==> src/rtl/regfile_pkg.sv <==
// Shared definitions for the register-bank write side.
// Contents: register index/data widths, the hard-wired $zero index, and the
// write-queue entry type (destination index + data).
package regfile_pkg;

  localparam int unsigned REG_ADDR_W = 5;
  localparam int unsigned REG_DATA_W = 32;
  localparam logic [REG_ADDR_W-1:0] REG_ZERO = 5'd0;

  typedef struct packed {
    logic [REG_ADDR_W-1:0] idx;
    logic [REG_DATA_W-1:0] data;
  } wbq_entry_t;

endpackage

==> src/rtl/wbq_match.sv <==
// Associative lookup of one read index against the writeback queue.
// Build option: WBQ_FORWARD_EN adds the youngest-hit data output.
// Ports:
//   entries_i  - queue storage, indexed by slot
//   valid_i    - per-slot occupancy mask
//   head_i     - slot of the oldest entry (start of age order)
//   rd_idx_i   - register index being read by decode
//   hit_data_o - data of the youngest matching entry, 0 if none (WBQ_FORWARD_EN only)
//   hit_o      - some valid entry targets rd_idx_i ($zero never hits)
module wbq_match
  import regfile_pkg::*;
#(
  parameter int unsigned Depth = 4
) (
  input  wbq_entry_t                   entries_i [Depth],
  input  logic [Depth-1:0]             valid_i,
  input  logic [$clog2(Depth)-1:0]     head_i,
  input  logic [REG_ADDR_W-1:0]        rd_idx_i,
`ifdef WBQ_FORWARD_EN
  output logic [REG_DATA_W-1:0]        hit_data_o,
`endif
  output logic                         hit_o
);

  localparam int unsigned PtrW = $clog2(Depth);

  logic [PtrW-1:0] slot;

  // Walk slots oldest to youngest so a later match overrides an earlier one.
  always_comb begin
    hit_o = 1'b0;
    slot  = '0;
`ifdef WBQ_FORWARD_EN
    hit_data_o = '0;
`endif
    for (int k = 0; k < Depth; k++) begin
      slot = head_i + PtrW'(k);
      if (valid_i[slot] && (rd_idx_i != REG_ZERO) && (entries_i[slot].idx == rd_idx_i)) begin
        hit_o = 1'b1;
`ifdef WBQ_FORWARD_EN
        hit_data_o = entries_i[slot].data;
`endif
      end
    end
  end

endmodule

==> src/rtl/regfile_writeback_queue.sv <==
// Writeback queue in front of the 32x32 register bank's single write port.
// Producers push (InReg, InData); entries retire in arrival order, one per
// cycle while PortGrant is high. Busy1/Busy2 flag reads of registers that
// still have a write queued.
// Build option: WBQ_FORWARD_EN adds Fwd1Valid/Fwd1Data/Fwd2Valid/Fwd2Data,
// carrying the youngest queued data for Read1/Read2 so decode can bypass.
// Ports:
//   clk, rst_n                  - clock, asynchronous active-low reset
//   InValid/InReg/InData        - producer write offer; InReady = not full
//   PortGrant                   - bank write port free this cycle
//   RegWrite/WriteReg/WriteData - bank write port (head entry, 0 when empty)
//   Read1/Read2, Busy1/Busy2    - pending-write scoreboard per read port
//   Count                       - occupancy
module regfile_writeback_queue
  import regfile_pkg::*;
#(
  parameter int unsigned DEPTH  = 4,
  parameter int unsigned ADDR_W = REG_ADDR_W,
  parameter int unsigned DATA_W = REG_DATA_W
) (
  input  logic                     clk,
  input  logic                     rst_n,
  input  logic                     InValid,
  input  logic [ADDR_W-1:0]        InReg,
  input  logic [DATA_W-1:0]        InData,
  output logic                     InReady,
  input  logic                     PortGrant,
  output logic                     RegWrite,
  output logic [ADDR_W-1:0]        WriteReg,
  output logic [DATA_W-1:0]        WriteData,
  input  logic [ADDR_W-1:0]        Read1,
  input  logic [ADDR_W-1:0]        Read2,
  output logic                     Busy1,
  output logic                     Busy2,
`ifdef WBQ_FORWARD_EN
  output logic                     Fwd1Valid,
  output logic [DATA_W-1:0]        Fwd1Data,
  output logic                     Fwd2Valid,
  output logic [DATA_W-1:0]        Fwd2Data,
`endif
  output logic [$clog2(DEPTH):0]   Count
);

  localparam int unsigned PtrW = $clog2(DEPTH);
  localparam int unsigned CntW = PtrW + 1;

  wbq_entry_t      mem_q [DEPTH];
  logic [PtrW-1:0] head_q, head_d, tail_q, tail_d;
  logic [CntW-1:0] count_q, count_d;
  logic [DEPTH-1:0] valid;
  logic            not_empty, push, pop;

  assign not_empty = (count_q != '0);
  assign InReady   = (count_q != CntW'(DEPTH));
  // Writes to $zero complete the handshake but never occupy a slot.
  assign push      = InValid && InReady && (REG_ADDR_W'(InReg) != REG_ZERO);
  assign RegWrite  = not_empty && PortGrant;
  assign pop       = RegWrite;
  assign Count     = count_q;

  assign WriteReg  = not_empty ? ADDR_W'(mem_q[head_q].idx)  : '0;
  assign WriteData = not_empty ? DATA_W'(mem_q[head_q].data) : '0;

  always_comb begin
    head_d  = pop  ? head_q + PtrW'(1) : head_q;
    tail_d  = push ? tail_q + PtrW'(1) : tail_q;
    count_d = count_q + CntW'(push) - CntW'(pop);
  end

  // Slot i is occupied when its distance from head is below the occupancy.
  always_comb begin
    valid = '0;
    for (int i = 0; i < DEPTH; i++) begin
      valid[i] = {1'b0, PtrW'(i) - head_q} < count_q;
    end
  end

  always_ff @(posedge clk or negedge rst_n) begin
    if (!rst_n) begin
      head_q  <= '0;
      tail_q  <= '0;
      count_q <= '0;
    end else begin
      head_q  <= head_d;
      tail_q  <= tail_d;
      count_q <= count_d;
    end
  end

  // Payload storage needs no reset: the valid mask and not_empty gate every read.
  always_ff @(posedge clk) begin
    if (push) begin
      mem_q[tail_q] <= '{idx: REG_ADDR_W'(InReg), data: REG_DATA_W'(InData)};
    end
  end

`ifdef WBQ_FORWARD_EN
  logic [REG_DATA_W-1:0] fwd1_data, fwd2_data;

  assign Fwd1Valid = Busy1;
  assign Fwd2Valid = Busy2;
  assign Fwd1Data  = DATA_W'(fwd1_data);
  assign Fwd2Data  = DATA_W'(fwd2_data);
`endif

  wbq_match #(
    .Depth(DEPTH)
  ) u_match1 (
    .entries_i (mem_q),
    .valid_i   (valid),
    .head_i    (head_q),
    .rd_idx_i  (REG_ADDR_W'(Read1)),
`ifdef WBQ_FORWARD_EN
    .hit_data_o(fwd1_data),
`endif
    .hit_o     (Busy1)
  );

  wbq_match #(
    .Depth(DEPTH)
  ) u_match2 (
    .entries_i (mem_q),
    .valid_i   (valid),
    .head_i    (head_q),
    .rd_idx_i  (REG_ADDR_W'(Read2)),
`ifdef WBQ_FORWARD_EN
    .hit_data_o(fwd2_data),
`endif
    .hit_o     (Busy2)
  );

endmodule

==> config.mk <==
export PLATFORM = sky130hd
export DESIGN_NAME = regfile_writeback_queue
export DESIGN_NICKNAME = d
export VERILOG_FILES = /design/src/rtl/regfile_pkg.sv /design/src/rtl/wbq_match.sv /design/src/rtl/regfile_writeback_queue.sv
export SDC_FILE = /design/constraint.sdc
export NUM_CORES = 1
export LEC_CHECK = 0
export ABC_AREA = 0
export ABC_CLOCK_PERIOD_IN_PS = 4500
export CORE_MARGIN = 10
export CORE_UTILIZATION = 45
export DETAILED_ROUTE_END_ITERATION = 8
export GPL_TIMING_DRIVEN = 0
export PLACE_DENSITY = 0.67
export RECOVER_POWER = 25
export SYNTH_ARGS = -nofsm -noshare
export SYNTH_HDL_FRONTEND = slang
export SYNTH_SLANG_ARGS = --single-unit
export TNS_END_PERCENT = 20
==> constraint.sdc <==
create_clock -name clk -period 4.5 [get_ports clk]
set_input_delay 0.45 -clock clk [delete_from_list [all_inputs] [get_ports clk]]
set_output_delay 0.45 -clock clk [all_outputs]
set_load 0.02 [all_outputs]
==> results_dict.tcl, run 1 <==
set metrics [dict create \
    pre_cts_slack_ns 0.1045 \
    die_w_um 146.2 \
    cp_top_family "buffers and inverters" \
    clock_sinks 155 \
    antennaDiodeCount 0 \
    drive_gt1_frac 0.1593 \
    synth_edf_count 148 \
    antenna_found_initial 2 \
    ys_types 45 \
    max-clock-path-buffers 2 \
    multi_input_area_sq_um 2364 \
    drt_first_iter_violations 228 \
    grt-ovfl-total 0 \
    synth-async-reset-ratio 0.04516 \
    ys.flop_type "edfxtp_1" \
    synth_compound_area_frac 0.04275 \
    cellPowerDensity_nw_per_um2 747.0 \
    required_ns 4.05 \
    r2r_start "Count[1]" \
    critPathMaxFanout 10 \
    cts.clk_slew.worst_paths_ns 0.06 \
    io_buffers 84 \
    start_kind "flop" \
    crit_arrival_ns 3.82 \
    synth_adder_area_share 0.02024 \
    rows 46 \
    cts_tree "built" \
    vdd_drop_max_mv 0.4326 \
    holdBufCountCts 0 \
    cts_inserted_buffers 17 \
    rsz0062_at_grt "false" \
    via_per_inst 5.247 \
    r2r_cells 10 \
    initial_core_util 0.4547 \
    netlist_instances 447 \
    pin_count 95 \
    synthSimpleGateAreaFrac 0.06700 \
    skew_ns 0.009474 \
    path_cells "buf_2 > buf_4 > clkbuf_2 > xor2_1 > inv_1 > ha_1 > a21oi_1 > o22a_1 > a32oi_1 > o31ai_1 > o22a_1 > clkdlybuf4s50_1" \
    remaining_drc_errors 0 \
    seq_area_frac_synth 0.6442 \
    netlist_area_sq_um 7171 \
    hpwl_mm 11.20 \
    gp_congestion 0.9319 \
    timing.final.crit_share 0.9480 \
    outcome "finished clean" \
    hp-class "input pin to async pin" \
    critPathKind "flop to output port" \
    postCtsSetupRepairBufs 0 \
    endpoint_kind "output port" \
    synthMuxAreaShare 0.1354 \
    synth_top_family_by_area "multiplexers" \
    track_usage 0.1541 \
    maxCapViolations 0 \
    max_slew_margin 0.5706 \
    final-max-slew-violation-count 0 \
    tightestPinTransition_ns 0.6441 \
    r2r_end "Count[2]" \
    grt_first_pass_wirelength_mm 25.66 \
    hold_viol 0 \
    fin_setup_tns_ns 0 \
    synth_seq_cells 155 \
    clock_latency_ns 0.41 \
    fp.dieArea_sq_um 21380 \
    routedWlPerCell_um 20.44 \
    syn_to_final_growth_pct 26.05 \
    max_freq_mhz 234.4 \
    grt_max_degree 31 \
    setup_ws_ns 0.2340 \
    n_fill_cell 1273 \
    ant_nets 0 \
    grt_pass1_vias 4528 \
    post_cts_resized 2 \
    fp.coreArea_sq_um 15770 \
    regToRegSetupSlack_ns 2.04 \
    fin_nets 615 \
    synth_xor_area_frac 0.06351 \
    root_buffer "clkbuf_16" \
    syn_nets 509 \
    wl_mm 15.96 \
    startpoint "head_q[0]" \
    avgSynthCellArea_sq_um 16.04 \
    ff_latch_area_sq_um 4619 \
    htreeDepth 4 \
    synth.top_cells.by_area "edfxtp_1 (62%), mux4_2 (10%), xnor2_1 (3.7%), nor2b_1 (2.9%), mux2i_1 (2.8%)" \
    fin_crit_ns 4.266 \
    setup_viol_count_final 0 \
    ys.warnings.count 0 \
    utilization 0.5732 \
    worst-path-buf-inv 5 \
    synth_top_area_cell "edfxtp_1" \
    p_leak_nw 3.106 \
    critPathMostFrequentCell "o22a_1" \
    cp_slowest_cell "clkdlybuf4s50_1" \
    vias 4098 \
    die_height_um 146.2 \
    netlist.area_leader.share 0.6198 \
    dr.pass1.iters 5 \
    cpPeakStageDelay_ns 0.62 \
]
-- how the worst max path moves through the flow --
stage / to / slack [ns] / cells past startpoint
after floorplan: Busy2 / 1.16 / 12
final: Busy1 / 0.23 / 12
after global routing: Busy1 / 0.01 / 13
after global placement: Busy2 / 0.14 / 13
after detailed placement: Busy2 / 0.10 / 13
after CTS: Busy2 / 0.03 / 12
-- logic make-up (layout without fill, tap and decap cells) --
| group | after synthesis | after routing |
|---|---|---|
| DFF | 155 | 155 |
| and+or+nand+nor | 89 | 89 |
| muxes | 56 | 56 |
| xor gates and xnor gates | 52 | 52 |
| AOI/OAI and AO/OA | 44 | 44 |
| buffers and inverters | 40 | 158 |
| adders and majority gates | 11 | 11 |
-- layout by cell type (no fill, tap or decap), types with 3 or more instances in the layout --
master	count
a211oi_1	4
a21oi_1	10
and2_1	4
and2_2	4
buf_12	4
buf_2	6
buf_6	3
bufinv_16	6
clkbuf_1	17
clkbuf_16	17
clkdlybuf4s50_1	61
clkinv_4	3
dfrtp_1	7
dlygate4sd3_1	22
edfxtp_1	148
ha_1	10
inv_1	9
mux2i_1	20
mux4_2	32
nand2_1	10
nand3_1	6
nor2_1	15
nor2b_1	33
nor3_1	9
o21ai_0	8
o22a_1	3
o31ai_1	3
xnor2_1	30
xor2_1	22
-- cell type report --
type | count | share of cell area
Buffer | 29 | 0.01717
Clock buffer | 17 | 0.04707
Clock inverter | 14 | 0.02699
Inverter | 10 | 0.004153
Multi-Input combinational cell | 252 | 0.2615
Sequential cell | 155 | 0.5111
Tap cell | 216 | 0.02990
Timing Repair Buffer | 88 | 0.1022
-- stage by stage --
step / cells / hold slack [ns] / total power [mW] / instance area (sq um)
after floorplan: 447 / 0.1544 / 4.040 / 7171
after CTS: 781 / 0.3119 / 6.844 / 9036
after global routing: 781 / 0.4001 / 7.154 / 9039
after global placement: 747 / 0.6018 / 5.181 / 8282
after detailed placement: 751 / 0.6362 / 5.242 / 8367
final: 781 / 0.3864 / 6.752 / 9039
-- where the power goes --
part	switching [mW]	internal (mW)
logic	1.72	1.45
clock network	0.541	1.04
registers	0.0940	1.90
-- synthesized netlist by cell type, drive strengths merged (2+ instances only) --
cell type / count
mux2: 2
xor2: 22
edfxtp: 148
a31oi: 2
o22a: 3
nor2: 15
xnor2: 30
nand2b: 2
nand3: 6
nor2b: 33
clkbuf: 19
or2: 3
and2: 8
mux2i: 22
inv: 9
ha: 10
o21ai: 8
buf: 11
dfrtp: 7
o211ai: 2
a211oi: 4
o32ai: 3
o31ai: 3
or4: 2
nand2: 10
mux4: 32
nor3: 9
a21oi: 10
-- layer usage --
layer | GRT usage | share of wire | vias to the layer above
met5 | 0 | 0.0012 | -
met4 | 0.04304 | 0.0089 | 4
met3 | 0.04728 | 0.066 | 14
met2 | 0.2511 | 0.49 | 108
met1 | 0.1947 | 0.44 | 2065
li1 | - | - | 1907
-- registers in the layout, summed over array words and instances, names as in the netlist --
signal,flops
tail_q,2
head_q,2
Count,3
mem_q,148
No activity file was read; power rests on OpenSTA's default activity.
==> run 2: changes to the inputs <==
--- a/config.mk
+++ b/config.mk
@@ -7,10 +7,11 @@
 export LEC_CHECK = 0
 export ABC_AREA = 0
 export ABC_CLOCK_PERIOD_IN_PS = 4500
-export CORE_MARGIN = 10
+export CORE_MARGIN = 4
 export CORE_UTILIZATION = 45
 export DETAILED_ROUTE_END_ITERATION = 8
 export GPL_TIMING_DRIVEN = 0
+export HOLD_SLACK_MARGIN = 0.03
 export PLACE_DENSITY = 0.67
 export RECOVER_POWER = 25
 export SYNTH_ARGS = -nofsm -noshare
==> run 2 against run 1 <==
Compared with the run above:
- setup slack better by 0.14 ns
- count of clock-buffer cells in the layout rose by 4
- sequential share of layout area is 0.48 points higher
- sequential power barely moved
- wire length fell by 4.2%
- largest cell class unchanged
- critical path depth is 1 higher
==> results_dict.tcl, run 2 (synthesis results as in run 1) <==
set metrics [dict create \
    vias 4201 \
    regToRegSetupSlack_ns 2.07 \
    max_freq_mhz 242.3 \
    gp_congestion 0.8593 \
    ff_latch_area_sq_um 4619 \
    pin_count 95 \
    final_common_cell "edfxtp_1" \
    holdBufCountCts 0 \
    max_slew_margin 0.5636 \
    cpPeakStageDelay_ns 0.60 \
    crit_arrival_ns 3.68 \
    htreeDepth 4 \
    cts_inserted_buffers 17 \
    via_per_inst 5.414 \
    critPathKind "flop to output port" \
    drt_first_iter_violations 185 \
    fp.coreArea_sq_um 15430 \
    timing.hold.ws_ns 0.3818 \
    outcome "finished clean" \
    ant_nets 0 \
    dr.pass1.iters 4 \
    path_cells "buf_2 > buf_4 > clkbuf_4 > xor2_1 > inv_1 > ha_1 > a21oi_2 > o22ai_1 > o32ai_2 > nand3_1 > o31ai_1 > o22a_1 > clkdlybuf4s50_1" \
    maxCapViolations 0 \
    pre_cts_slack_ns 0.1054 \
    cp_slowest_cell "clkdlybuf4s50_1" \
    root_buffer "clkbuf_16" \
    required_ns 4.05 \
    vdd_drop_max_mv 0.3908 \
    cellPowerDensity_nw_per_um2 733.3 \
    skew_ns 0.01162 \
    rsz0062_at_grt "false" \
    routedWlPerCell_um 19.71 \
    initial_core_util 0.4648 \
    die_w_um 134.2 \
    p_leak_nw 3.052 \
    routed.top_layer "met5" \
    track_usage 0.1778 \
    wl_met3_um 754 \
    fp.dieArea_sq_um 18020 \
    clock_sinks 155 \
    syn_to_final_growth_pct 24.88 \
    setup_viol_count_final 0 \
    critPathMaxFanout 10 \
    final-max-slew-violation-count 0 \
    fin_setup_tns_ns 0 \
    grt_max_degree 25 \
    max-clock-path-buffers 2 \
    postCtsSetupRepairBufs 0 \
    hpwl_mm 11.09 \
    setup_ws_ns 0.3734 \
    wl_met1_mm 6.356 \
    cp_top_family "buffers and inverters" \
    largest_reg_flops 148 \
    timing.final.crit_share 0.9170 \
    place_area_sq_um 8361 \
    regMostFlops "mem_q" \
    grt-ovfl-total 0 \
    wl_met2_mm 7.814 \
    drive_gt1_frac 0.1540 \
    finalNonFillerCells 776 \
    antenna_found_initial 1 \
    cts.clk_slew.worst_paths_ns 0.06 \
    fin_crit_ns 4.127 \
    rows 45 \
    io_buffers 84 \
    multi_input_area_sq_um 2367 \
    worst-path-buf-inv 5 \
    grt_first_pass_wirelength_mm 24.65 \
    hold_viol 0 \
    antennaDiodeCount 0 \
    post-place-cells 746 \
    wl_mm 15.29 \
    clock_latency_ns 0.41 \
    mostFrequentLayoutCells "edfxtp_1 (148), clkdlybuf4s50_1 (61), nor2b_1 (33)" \
    start_kind "flop" \
    remaining_drc_errors 0 \
    fin_nets 615 \
    cts_tree "built" \
    die_height_um 134.2 \
    grt_pass1_vias 4559 \
    endpoint_kind "output port" \
    n_fill_cell 1235 \
    final_cell_area_sq_um 8955 \
    tightestPinTransition_ns 0.6546 \
    hp-class "input pin to async pin" \
]
-- run 2: cell types whose count changed in the layout (fill, tap and decap cells not counted), moves of 2 or more --
cell | before | now
bufinv_16 | 6 | 3
clkinvlp_4 | 2 | 5
clkbuf_1 | 17 | 21
inv_6 | 2 | 0
-- run 2: report_power, final --
group / switching (mW) / total [mW] / leakage [nW] / internal [mW]
Clock: 0.525 / 1.40 / 0.266 / 0.870
Sequential: 0.0937 / 1.99 / 1.44 / 1.90
Combinational: 1.72 / 3.18 / 1.35 / 1.46
Total: 2.34 / 6.57 / 3.05 / 4.23
-- run 2: path summary, 6_finish.rpt --
path                            depth (start not counted)   endpoint      start
worst min register to register                          2   Count[2]   Count[1]
worst max register to register                         10   Count[2]   Count[0]
worst min-delay path                                    1   Count[0]      rst_n
min in group clk                                        2   Count[2]   Count[1]
max in group asynchronous                               1  tail_q[1]      rst_n
worst max-delay path                                   13      Busy1  head_q[0]
-- run 2: worst reg2reg max path, cell delays in order (launching register included) --
cell	delay, ns
dfrtp_1	0.47
inv_1	0.09
nand3_1	0.13
nand2_1	0.09
a21oi_1	0.41
inv_1	0.09
ha_1	0.29
inv_1	0.04
ha_1	0.20
fa_1	0.38
xnor2_1	0.13
-- run 2: cell type report --
class,count,area share
inverter,10,0.004192
sequential,155,0.5159
timing repair buffer,88,0.1031
clock inverter,10,0.01621
multi-input combinational,252,0.2644
clock buffer,21,0.04918
tap,211,0.02948
buffer,29,0.01761
-- run 2: routing by layer --
metal	global-route usage	up-vias
li1	-	1905
met2	0.3056	135
met3	0.03788	34
met4	0.06957	2
met1	0.2209	2125
met5	0	-
-- run 2: per-stage QoR --
stage	power, mW	util
after CTS	6.643	0.5800
after detailed placement	5.225	0.5419
after global placement	5.157	0.5364
after floorplan	4.040	-
final	6.566	0.5805
after global routing	6.941	0.5805
-- run 2: timing repair --
item | 4_1_cts | 5_1_grt
gates cloned | 0 | 0
setup endpoints to repair | 2 | 1
gates resized for setup | 3 | 2
